===== config.mk =====
export PLATFORM = sky130hd
export DESIGN_NAME = addsub_rr_arbiter
export DESIGN_NICKNAME = d
export VERILOG_FILES = /design/src/rtl/addsub_rr_arbiter.sv
export SDC_FILE = /design/constraint.sdc
export NUM_CORES = 1
export LEC_CHECK = 0
export CAP_MARGIN = 20
export CORE_UTILIZATION = 40
export DETAILED_ROUTE_END_ITERATION = 16
export PLACE_DENSITY = 0.67
export SYNTH_ARGS = -nofsm -noshare
export SYNTH_HDL_FRONTEND = slang
export SYNTH_SLANG_ARGS = --single-unit

===== constraint.sdc =====
create_clock -name clk -period 5.1 [get_ports clk]
set_input_delay 0.765 -clock clk [delete_from_list [all_inputs] [get_ports clk]]
set_output_delay 0.765 -clock clk [all_outputs]
set_load 0.01 [all_outputs]

===== src/rtl/addsub_rr_arbiter.sv =====
// Round-robin shared add/sub-accumulate unit with a private accumulator per requester.
// Latency: accept edge to rsp_valid is 1 cycle; a new grant is possible only after the response handshake (3 cycles minimum per op).
module addsub_rr_arbiter #(
   parameter int N_REQ = 4,
   parameter int WIDTH = 32,
   parameter int IDW   = 2
) (
   input  logic                   clk,
   input  logic                   rst_n,
   input  logic [N_REQ-1:0]       req_valid,
   output logic [N_REQ-1:0]       req_ready,
   input  logic [N_REQ-1:0]       req_op,
   input  logic [N_REQ*WIDTH-1:0] req_a,
   input  logic [N_REQ*WIDTH-1:0] req_b,
   output logic                   rsp_valid,
   input  logic                   rsp_ready,
   output logic [IDW-1:0]         rsp_id,
   output logic [WIDTH-1:0]       rsp_data,
   output logic                   busy
);

   localparam int PW = IDW + 1;

   typedef enum logic [1:0] {
      IDLE = 2'd0,
      EXEC = 2'd1,
      RESP = 2'd2
   } state_t;

   typedef struct packed {
      logic             op;
      logic [IDW-1:0]   id;
      logic [WIDTH-1:0] a;
      logic [WIDTH-1:0] b;
   } cmd_t;

   state_t           state, state_nxt;
   cmd_t             cmd_q;
   logic [IDW-1:0]   rr_ptr;
   logic [IDW-1:0]   gnt_idx;
   logic             gnt_vld;
   logic [PW-1:0]    cand;
   logic [WIDTH-1:0] acc   [N_REQ];
   logic [WIDTH-1:0] a_arr [N_REQ];
   logic [WIDTH-1:0] b_arr [N_REQ];
   logic [WIDTH-1:0] res;

   always_comb begin
      for (int i = 0; i < N_REQ; i++) begin
         a_arr[i] = req_a[i*WIDTH +: WIDTH];
         b_arr[i] = req_b[i*WIDTH +: WIDTH];
      end
   end

   // Search starts at rr_ptr and wraps; the first valid requester wins.
   always_comb begin
      gnt_vld = 1'b0;
      gnt_idx = '0;
      cand    = '0;
      for (int k = 0; k < N_REQ; k++) begin
         cand = {1'b0, rr_ptr} + PW'(k);
         if (cand >= PW'(N_REQ)) begin
            cand = cand - PW'(N_REQ);
         end
         if (!gnt_vld && req_valid[cand[IDW-1:0]]) begin
            gnt_vld = 1'b1;
            gnt_idx = cand[IDW-1:0];
         end
      end
   end

   always_ff @(posedge clk or negedge rst_n) begin
      if (!rst_n) begin
         state <= IDLE;
      end else begin
         state <= state_nxt;
      end
   end

   // Ready is gated by rst_n so nothing is offered while reset is held.
   always_comb begin
      state_nxt = state;
      req_ready = '0;
      case (state)
         IDLE: begin
            if (rst_n && gnt_vld) begin
               req_ready[gnt_idx] = 1'b1;
               state_nxt          = EXEC;
            end
         end
         EXEC:    state_nxt = RESP;
         RESP: begin
            if (rsp_ready) begin
               state_nxt = IDLE;
            end
         end
         default: state_nxt = IDLE;
      endcase
   end

   assign res  = cmd_q.op ? (cmd_q.a - cmd_q.b) : (cmd_q.a + cmd_q.b + acc[cmd_q.id]);
   assign busy = (state != IDLE);

   // rr_ptr advances only when the response is consumed, not at grant time.
   always_ff @(posedge clk or negedge rst_n) begin
      if (!rst_n) begin
         cmd_q     <= '0;
         rr_ptr    <= '0;
         rsp_valid <= 1'b0;
         rsp_id    <= '0;
         rsp_data  <= '0;
         for (int i = 0; i < N_REQ; i++) begin
            acc[i] <= '0;
         end
      end else begin
         case (state)
            IDLE: begin
               if (gnt_vld) begin
                  cmd_q <= '{op: req_op[gnt_idx], id: gnt_idx, a: a_arr[gnt_idx], b: b_arr[gnt_idx]};
               end
            end
            EXEC: begin
               acc[cmd_q.id] <= res;
               rsp_data      <= res;
               rsp_id        <= cmd_q.id;
               rsp_valid     <= 1'b1;
            end
            RESP: begin
               if (rsp_ready) begin
                  rsp_valid <= 1'b0;
                  rr_ptr    <= (cmd_q.id == IDW'(N_REQ-1)) ? '0 : cmd_q.id + IDW'(1);
               end
            end
            default: ;
         endcase
      end
   end

endmodule


======== After elaboration in Yosys (flattened, before gate mapping) ========
Index checks and enable logic that the tools add are counted.
storage, ports and cells
  flip-flop bits (word level) ............. 234
  output and inout bits ................... 40
  logic and storage cells ................. 105
cells by class
  add/sub/neg operators ................... 11
  order comparisons ....................... 13
  eq/ne operators ......................... 5
  muxes and demuxes ....................... 45
  bitwise gates (word level) .............. 2
  reduce and logical (&&, ||, !) cells .... 16
operators by type and width
  operator               number
  $mux W32               8
  $bmux W32 S2           3
  $bwmux W128            1
  $add A32 B32 Y32       2
  $demux W32 S2          1
  $sub A32 B32 Y32       1
  $mux W2                11
  $ge A3 B3 Y1 const B   5
  $lt A2 B3 Y1 const B   5
  $mux W1                11
  $bmux W1 S2            5
  $mux W4                2
  $reduce_and A2 Y1      4
  $sub A2 B1 Y2 const B  4
  $add A2 B2 Y3 const B  2
  $logic_and A1 B1 Y1    6
  $not A2 Y3             2
  $pmux W2 S3            1
  $eq A2 B2 Y1 const B   2
  $ne A2 B2 Y1 const B   2
  $reduce_bool A2 Y1     2
  $add A2 B1 Y3 const B  1
  $ge A2 B3 Y1 const B   1
  $logic_not A1 Y1       3
  other kinds (7)        7

======== Depth between registers and ports, before layout ========
Gate-level depths: netlist of run 1.
  depth after elaboration ................. 20
  depth in mapped cells ................... 17
  mapped depth without buffers ............ 16

======== Worst setup path after synthesis of run 1 ========
OpenSTA, ideal clock, no wires.
  kind .................................... flip-flop to flip-flop
  from .................................... reg cmd_q[64] (netlist bit)
  to ...................................... reg rsp_data[29]
  library setup time ...................... 0.146 ns
  arrival time ............................ 4.337 ns
  slack ................................... 0.617 ns
  stages on the path, launching flop included .. 16
  buffers on the path ..................... 3
  clock period less this slack ............ 4.483 ns
  cell sequence ........................... dfrtp_1 > clkbuf_1 > buf_1 > mux4_2 > fa_1 > ha_1 > clkbuf_1 > a21oi_1 > o21ai_0 > a31o_1 > o31ai_1 > and2_1 > o21ai_1 > a31oi_1 > xor2_1 > a311oi_1
between the ends
  cells in the longest elaborated chain, start to end .. 6
RTL lines
  item                                          RTL line  text
  from (decl)                                   38        cmd_t cmd_q;
  from (signal assigned)                        119       cmd_q <= '{op: req_op[gnt_idx], id: gnt_idx, a: a_arr[gnt_idx], b: b_arr[gnt_idx]};
  $not A2 Y3 (implied by the code)              101       assign res = cmd_q.op ? (cmd_q.a - cmd_q.b) : (cmd_q.a + cmd_q.b + acc[cmd_q.id]);
  $bmux W32 S2                                  101
  $mux W32 (implied by the code) (2 in series)  101
  $add A32 B32 Y32                              101
  $mux W32                                      101
  to (signal assigned)                          124       rsp_data <= res;
  to (decl)                                     18        output logic [WIDTH-1:0] rsp_data,
Every way passes these cells. The select of a mux whose other input is x is not followed.
A chain may end at the register's enable or synchronous reset.

======== Worst setup path in the final report of run 1 ========
Ends and elaborated chain as after synthesis.

==> flow_summary_export.csv, run 1 <==
group,metric,value,unit
drt,drc,0,
global_routing,grt-ovfl-total,0,
finish,seqCellArea,5860,um^2
synthesis,async_flop_share,100,%
synthesis,synth_area_per_cell,8.13,um^2
floorplanning,die_area,39600,um^2
run,drv_cap,0,
placed_design,pre_cts_slack,0.445,ns
floorplanning,ioPinCount,307,
drt,num_vias,14200,
finish,synthToLayoutAreaGrowth,28.0,%
synthesis,yosysMostFrequentCell,"nand2_1",
drt,vias_per_cell,5.33,
setup_path,critPathKind,"flip-flop to flip-flop",
synthesis,ys_seq_area_share,37.8,%
sta,rsz0062_at_grt,"no",
setup_path,critPathRequiredTime,5.49,ns
setup_path,crit_top_cell,"o21ai_1",
setup_path,critPathMaxStageDelay,0.56,ns
outcome,run_status,"finished clean",
floorplanning,die_x,199,um
global_routing,antenna_found_initial,0,
drt,drt_pass1_iterations,5,
sta,post-route-period-util,92.3,%
synthesis,yosys_warnings,0,
setup_path,end_kind,"flip-flop",
sta,max_freq,212,MHz
min_path,hold_path_class,"input port to async pin",
clocking,clockBufferDepth,3,
sta,hold_viol_final,0,
synthesis,syn_inst,1908,
synthesis,ys.flop_type,"dfrtp_1",
drt,wire_per_inst,18.6,um
finish,multi_input_area,9010,um^2
finish,fin_nets,2501,
setup_path,arrival,5.10,ns
sta,slew_headroom,37.3,%
setup_path,rr_startpoint,"cmd_q[64]",
floorplanning,row_count,71,
global_routing,grt_usage,24.6,%
clocking,clk_latency,0.54,ns
setup_path,crit_buf_inv,1,
floorplanning,initial_utilization,40.9,%
synthesis,synth_largest_area_cell,"dfrtp_1",
setup_path,r2r-end,"rsp_data[29]",
synthesis,synth_top_area_share,37.8,%
drt,first_iter_violations,1038,
clocking,cts_buffers,25,
sta,setup_viol,0,
finish,drive_gt1_share,5.34,%
floorplanning,die_h,199,um
sta,fin_ws,0.394,ns
clocking,cts_root_buf,"clkbuf_16",
drt,routed_wl,49500,um
setup_path,rrSetupSlack,0.39,ns
synthesis,synth_cell_type_count,59,
clocking,htreeDepth,1,
global_routing,grt_max_degree,167,
placed_design,hpwl,37600,um
setup_path,path_cells,"buf_4 > mux4_2 > fa_1 > ha_1 > a21oi_1 > o21ai_1 > a31o_1 > o31ai_1 > and2_1 > o21ai_1 > a31oi_1 > xor2_1 > a311oi_1",
synthesis,synth_top_cells_by_count,"nand2_1 (366), nor2_1 (263), o21ai_0 (254)",
sta,maxSlewViolCount,0,
drt,ant_nets,0,
global_routing,grt_pass1_wl,75200,um
synthesis,synth-seq-cells,234,
sta,worst_slew_pin_slew,0.941,ns
setup_path,crit_slowest_cell,"mux4_2",
synthesis,synth_enable_flop_cells,0,
setup_path,start_kind,"flip-flop",
setup_path,worstPathMaxFanout,12,
clocking,cts.repair.resized,0,
finish,diodes,0,
setup_path,rr_worst_depth,13,
synthesis,netlist_area,15500,um^2
placed_design,gp_congestion,0.929,
sta,finClkSkew,0.0188,ns
setup_path,critPathTopFamily,"compound AO/OA/AOI/OAI gates",
sta,timing.setup.tns,0,ns
placed_design,portBuffers,306,
synthesis,synth_area_leaders,"dfrtp_1 (38%), nand2_1 (8.9%), o21ai_0 (8.2%)",
clocking,cts.sinks,234,
finish,nFillCells,3617,
synthesis,syn_nets,2273,
sta,post-route-min-period,4.71,ns
clocking,postCtsSetupRepairBufs,0,
clocking,cts_tree,"yes",
setup_path,critPathLaunch,"cmd_q[64]",
global_routing,grt_pass1_vias,13600,
clocking,postCtsHoldBufs,0,
clocking,clkTransAtPathRegs,0.07,ns
floorplanning,core_area,37900,um^2
==> placed cells by master, fill, tap and decap left out, types with 18 or more instances in the layout <==
| master | netlist | final |
|---|---|---|
| a21o_1 | 24 | 24 |
| a21oi_1 | 81 | 81 |
| a31oi_1 | 18 | 18 |
| clkbuf_16 | 0 | 25 |
| clkdlybuf4s50_1 | 0 | 305 |
| dfrtp_1 | 234 | 233 |
| fa_1 | 33 | 33 |
| ha_1 | 65 | 65 |
| inv_1 | 53 | 52 |
| mux4_2 | 32 | 32 |
| nand2_1 | 366 | 366 |
| nand3_1 | 75 | 75 |
| nor2_1 | 263 | 263 |
| o211ai_1 | 40 | 40 |
| o21ai_0 | 254 | 254 |
| o21ai_1 | 40 | 40 |
| xnor2_1 | 39 | 39 |
==> sequential cells by signal, summed over array words and instances, names as in the netlist <==
name / count
acc: 128
cmd_q: 67
rr_ptr: 2
rsp_data: 32
rsp_id: 2
rsp_valid: 1
state: 2
==> worst max path at each step <==
stage / endpoint / slack [ns] / cells after the start
after floorplan: rsp_data[29] / 0.62 / 15
after global placement: rsp_data[29] / 0.52 / 13
after detailed placement: rsp_data[29] / 0.44 / 13
after CTS: rsp_data[29] / 0.40 / 13
after global routing: rsp_data[29] / 0.06 / 13
final: rsp_data[29] / 0.39 / 13
==> final cells by class <==
type / instances / share of cell area, %
sequential: 234 / 29.5
tap: 511 / 3.22
inverter: 54 / 1.02
multi-input combinational: 1494 / 45.4
clock inverter: 11 / 0.706
timing repair buffer: 327 / 16.5
clock buffer: 34 / 3.67
==> routing by layer <==
| layer | share of wire (%) | global-route usage (%) |
|---|---|---|
| met1 | 41 | 31.3 |
| met2 | 52 | 44.2 |
| met3 | 3.6 | 2.66 |
| met4 | 2.6 | 6.30 |
| met5 | 0 | 0 |
==> cells by family after synthesis <==
family                   share of synthesized area (%)
XOR/XNOR                                          2.99
buffers and inverters                             4.40
multiplexers                                      5.39
flip-flops                                        37.8
adder cells (fa/ha/maj)                           9.50
AND/OR/NAND/NOR                                   20.6
AO/OA/AOI/OAI                                     19.4
==> stage by stage <==
| step | area, um^2 | instances | utilization [%] | hold slack (ns) |
|---|---|---|---|---|
| after floorplan | 15500 | 1908 | - | 0.445 |
| after CTS | 19900 | 2665 | 52.3 | 0.186 |
| after detailed placement | 19000 | 2620 | 50.1 | 0.467 |
| after global placement | 19000 | 2620 | 50.1 | 0.457 |
| after global routing | 19900 | 2665 | 52.3 | 0.205 |
| final | 19900 | 2665 | 52.3 | 0.171 |
Power of run 1 is left out: the tool's default activity adds up to more than one toggle a clock period on the data nets, which glitch-free logic cannot reach.
==> run 2: changes to the inputs <==
--- a/config.mk
+++ b/config.mk
@@ -8,7 +8,7 @@
 export CAP_MARGIN = 20
 export CORE_UTILIZATION = 40
 export DETAILED_ROUTE_END_ITERATION = 16
-export PLACE_DENSITY = 0.67
+export PLACE_DENSITY = 0.7
 export SYNTH_ARGS = -nofsm -noshare
 export SYNTH_HDL_FRONTEND = slang
 export SYNTH_SLANG_ARGS = --single-unit
==> constraint.sdc (replaced) <==
create_clock -name clk -period 4 [get_ports clk]
set_input_delay 0.6 -clock clk [delete_from_list [all_inputs] [get_ports clk]]
set_output_delay 0.6 -clock clk [all_outputs]
set_load 0.01 [all_outputs]
==> run 2 against run 1 <==
Net effect: the run now ends with setup timing left; sequential share of layout area shrank 1.6 points; die area unchanged; non-clock buffer count rose by 87; routed wire length up 2.6%; sequential cell count did not move; worst setup slack worse by 0.46 ns; fmax grew 16%; final cell count increased by 3.3%; count of clock-buffer cells in the layout decreased by 3; highest routed layer unchanged.
==> flow_summary_export.csv, run 2 (synthesis results as in run 1) <==
group,metric,value,unit
outcome,run_status,"finished with violations",
outcome,failed_checks,"setup timing",
drt,drc,0,
global_routing,grt_max_degree,137,
min_path,holdPathEnd,"acc[52]",
sta,rsz0062_at_grt,"yes",
drt,drt_pass1_iterations,5,
finish,post_layout_nonfiller_instances,2753,
run,drv_cap,0,
clocking,clkTransAtPathRegs,0.06,ns
setup_path,worstPathMaxFanout,5,
setup_path,critPathLaunch,"cmd_q[64]",
clocking,clk_latency,0.55,ns
placed_design,portBuffers,306,
placed_design,hpwl,38500,um
clocking,cts_root_buf,"clkbuf_16",
sta,post-route-min-period,4.07,ns
drt,vias_per_cell,5.34,
floorplanning,die_area,39600,um^2
setup_path,end_kind,"flip-flop",
placed_design,dp.cells,2696,
floorplanning,ioPinCount,307,
setup_path,critPathRequiredTime,4.46,ns
finish,drive_gt1_share,12.1,%
global_routing,grt_usage,25.0,%
finish,layout_common_cells,"nand2_1 (366), clkdlybuf4s50_1 (305), nor2_1 (261), o21ai_0 (238), dfrtp_1 (233)",
finish,final_common_cell,"nand2_1",
clocking,cts.sinks,234,
sta,finClkSkew,0.0179,ns
finish,regMostFlops,"acc",
floorplanning,die_x,199,um
setup_path,critPathKind,"flip-flop to flip-flop",
drt,wire_per_inst,18.5,um
sta,slew_headroom,38.9,%
drt,routed_wl,50900,um
finish,largest_reg_flops,128,
setup_path,rrSetupSlack,-0.07,ns
drt,ant_nets,0,
finish,seqCellArea,5860,um^2
clocking,cts_tree,"yes",
finish,synthToLayoutAreaGrowth,35.6,%
global_routing,grt_pass1_wl,76900,um
setup_path,arrival,4.52,ns
setup_path,start_kind,"flip-flop",
sta,worst_slew_pin_slew,0.917,ns
floorplanning,initial_utilization,40.9,%
global_routing,grt-ovfl-total,0,
finish,multi_input_area,9510,um^2
finish,fin_nets,2588,
sta,post-route-period-util,102,%
finish,reg_top3,"acc x128, cmd_q x67, rsp_data x32",
finish,nFillCells,3499,
finish,diodes,0,
finish,finish.utilization,55.4,%
sta,max_freq,246,MHz
sta,setup_viol,2,
min_path,hold_path_class,"flip-flop to flip-flop",
sta,maxSlewViolCount,0,
floorplanning,core_area,37900,um^2
drt,first_iter_violations,992,
clocking,htreeDepth,1,
setup_path,rr_startpoint,"cmd_q[64]",
global_routing,grt_pass1_vias,14100,
sta,hold_slack,0.478,ns
sta,fin_ws,-0.0670,ns
clocking,clockBufferDepth,3,
global_routing,antenna_found_initial,0,
setup_path,r2r-end,"rsp_data[29]",
setup_path,rr_worst_depth,16,
min_path,hp-start,"acc[52]",
min_path,min_path_cells,2,
placed_design,gp_congestion,0.926,
drt,num_vias,14700,
sta,hold_viol_final,0,
floorplanning,row_count,71,
clocking,cts_buffers,25,
floorplanning,die_h,199,um
[run 2: cell types whose count changed in the layout (fill, tap and decap cells not counted), sizes merged]
cell	before	now
buf	22	108
bufinv	3	4
clkbuf	34	31
clkinv	6	7
clkinvlp	1	3
dlygate4sd3	0	1
[run 2: how the worst max path moves through the flow]
stage | to | slack (ns) | cells past startpoint
floorplan | rsp_data[29] | 0.01 | 15
global placement | acc[127] | -0.31 | 16
detailed placement | acc[127] | -0.36 | 16
CTS | rsp_data[29] | -0.03 | 16
global route | rsp_data[29] | -0.21 | 16
finish | rsp_data[29] | -0.07 | 16
[run 2: worst max-delay path, stage by stage, from the launching register on]
cell	delay, ns
dfrtp_2	0.46
mux4_2	0.54
fa_1	0.50
ha_2	0.19
inv_2	0.04
fa_2	0.37
nor2b_4	0.15
o2111ai_2	0.14
a211oi_2	0.26
buf_4	0.17
o31ai_4	0.10
and2_4	0.20
o21ai_2	0.17
a31oi_1	0.12
xor2_1	0.15
buf_4	0.16
a311oi_1	0.25
[run 2: layer usage]
metal	vias up	GRT usage, %	wire, um
li1	7189	-	-
met1	7013	31.8	20400
met2	388	43.5	26400
met3	101	3.31	2260
met4	0	8.72	1770
met5	-	0	0
[run 2: final cells by class]
type,instances,area share (%)
clock inverter,15,0.958
clock buffer,31,3.08
tap,511,3.04
multi-input combinational,1494,45.2
sequential,234,27.8
inverter,54,0.964
timing repair buffer,414,18.9
[run 2: repair_timing]
action                                  in CTS  in global routing
hold buffers                                 1                  0
endpoints found under the setup margin      62                 97
endpoints found under the hold margin       27                  0
resized for setup                           38                 76
pin swaps                                   13                 20
buffers inserted                             2                  8
[run 2: stage by stage]
stage          instance area (um^2)  TNS, ns  worst slack [ns]
2_1_floorplan                 15500        0            0.0130
3_3_place_gp                  19600    -5.30            -0.313
5_1_grt                       21000    -3.38            -0.212
6_report                      21000  -0.0885           -0.0670
4_1_cts                       20600  -0.0330           -0.0270
3_5_place_dp                  19600    -8.08            -0.364
Power of run 2 is left out for the same reason.
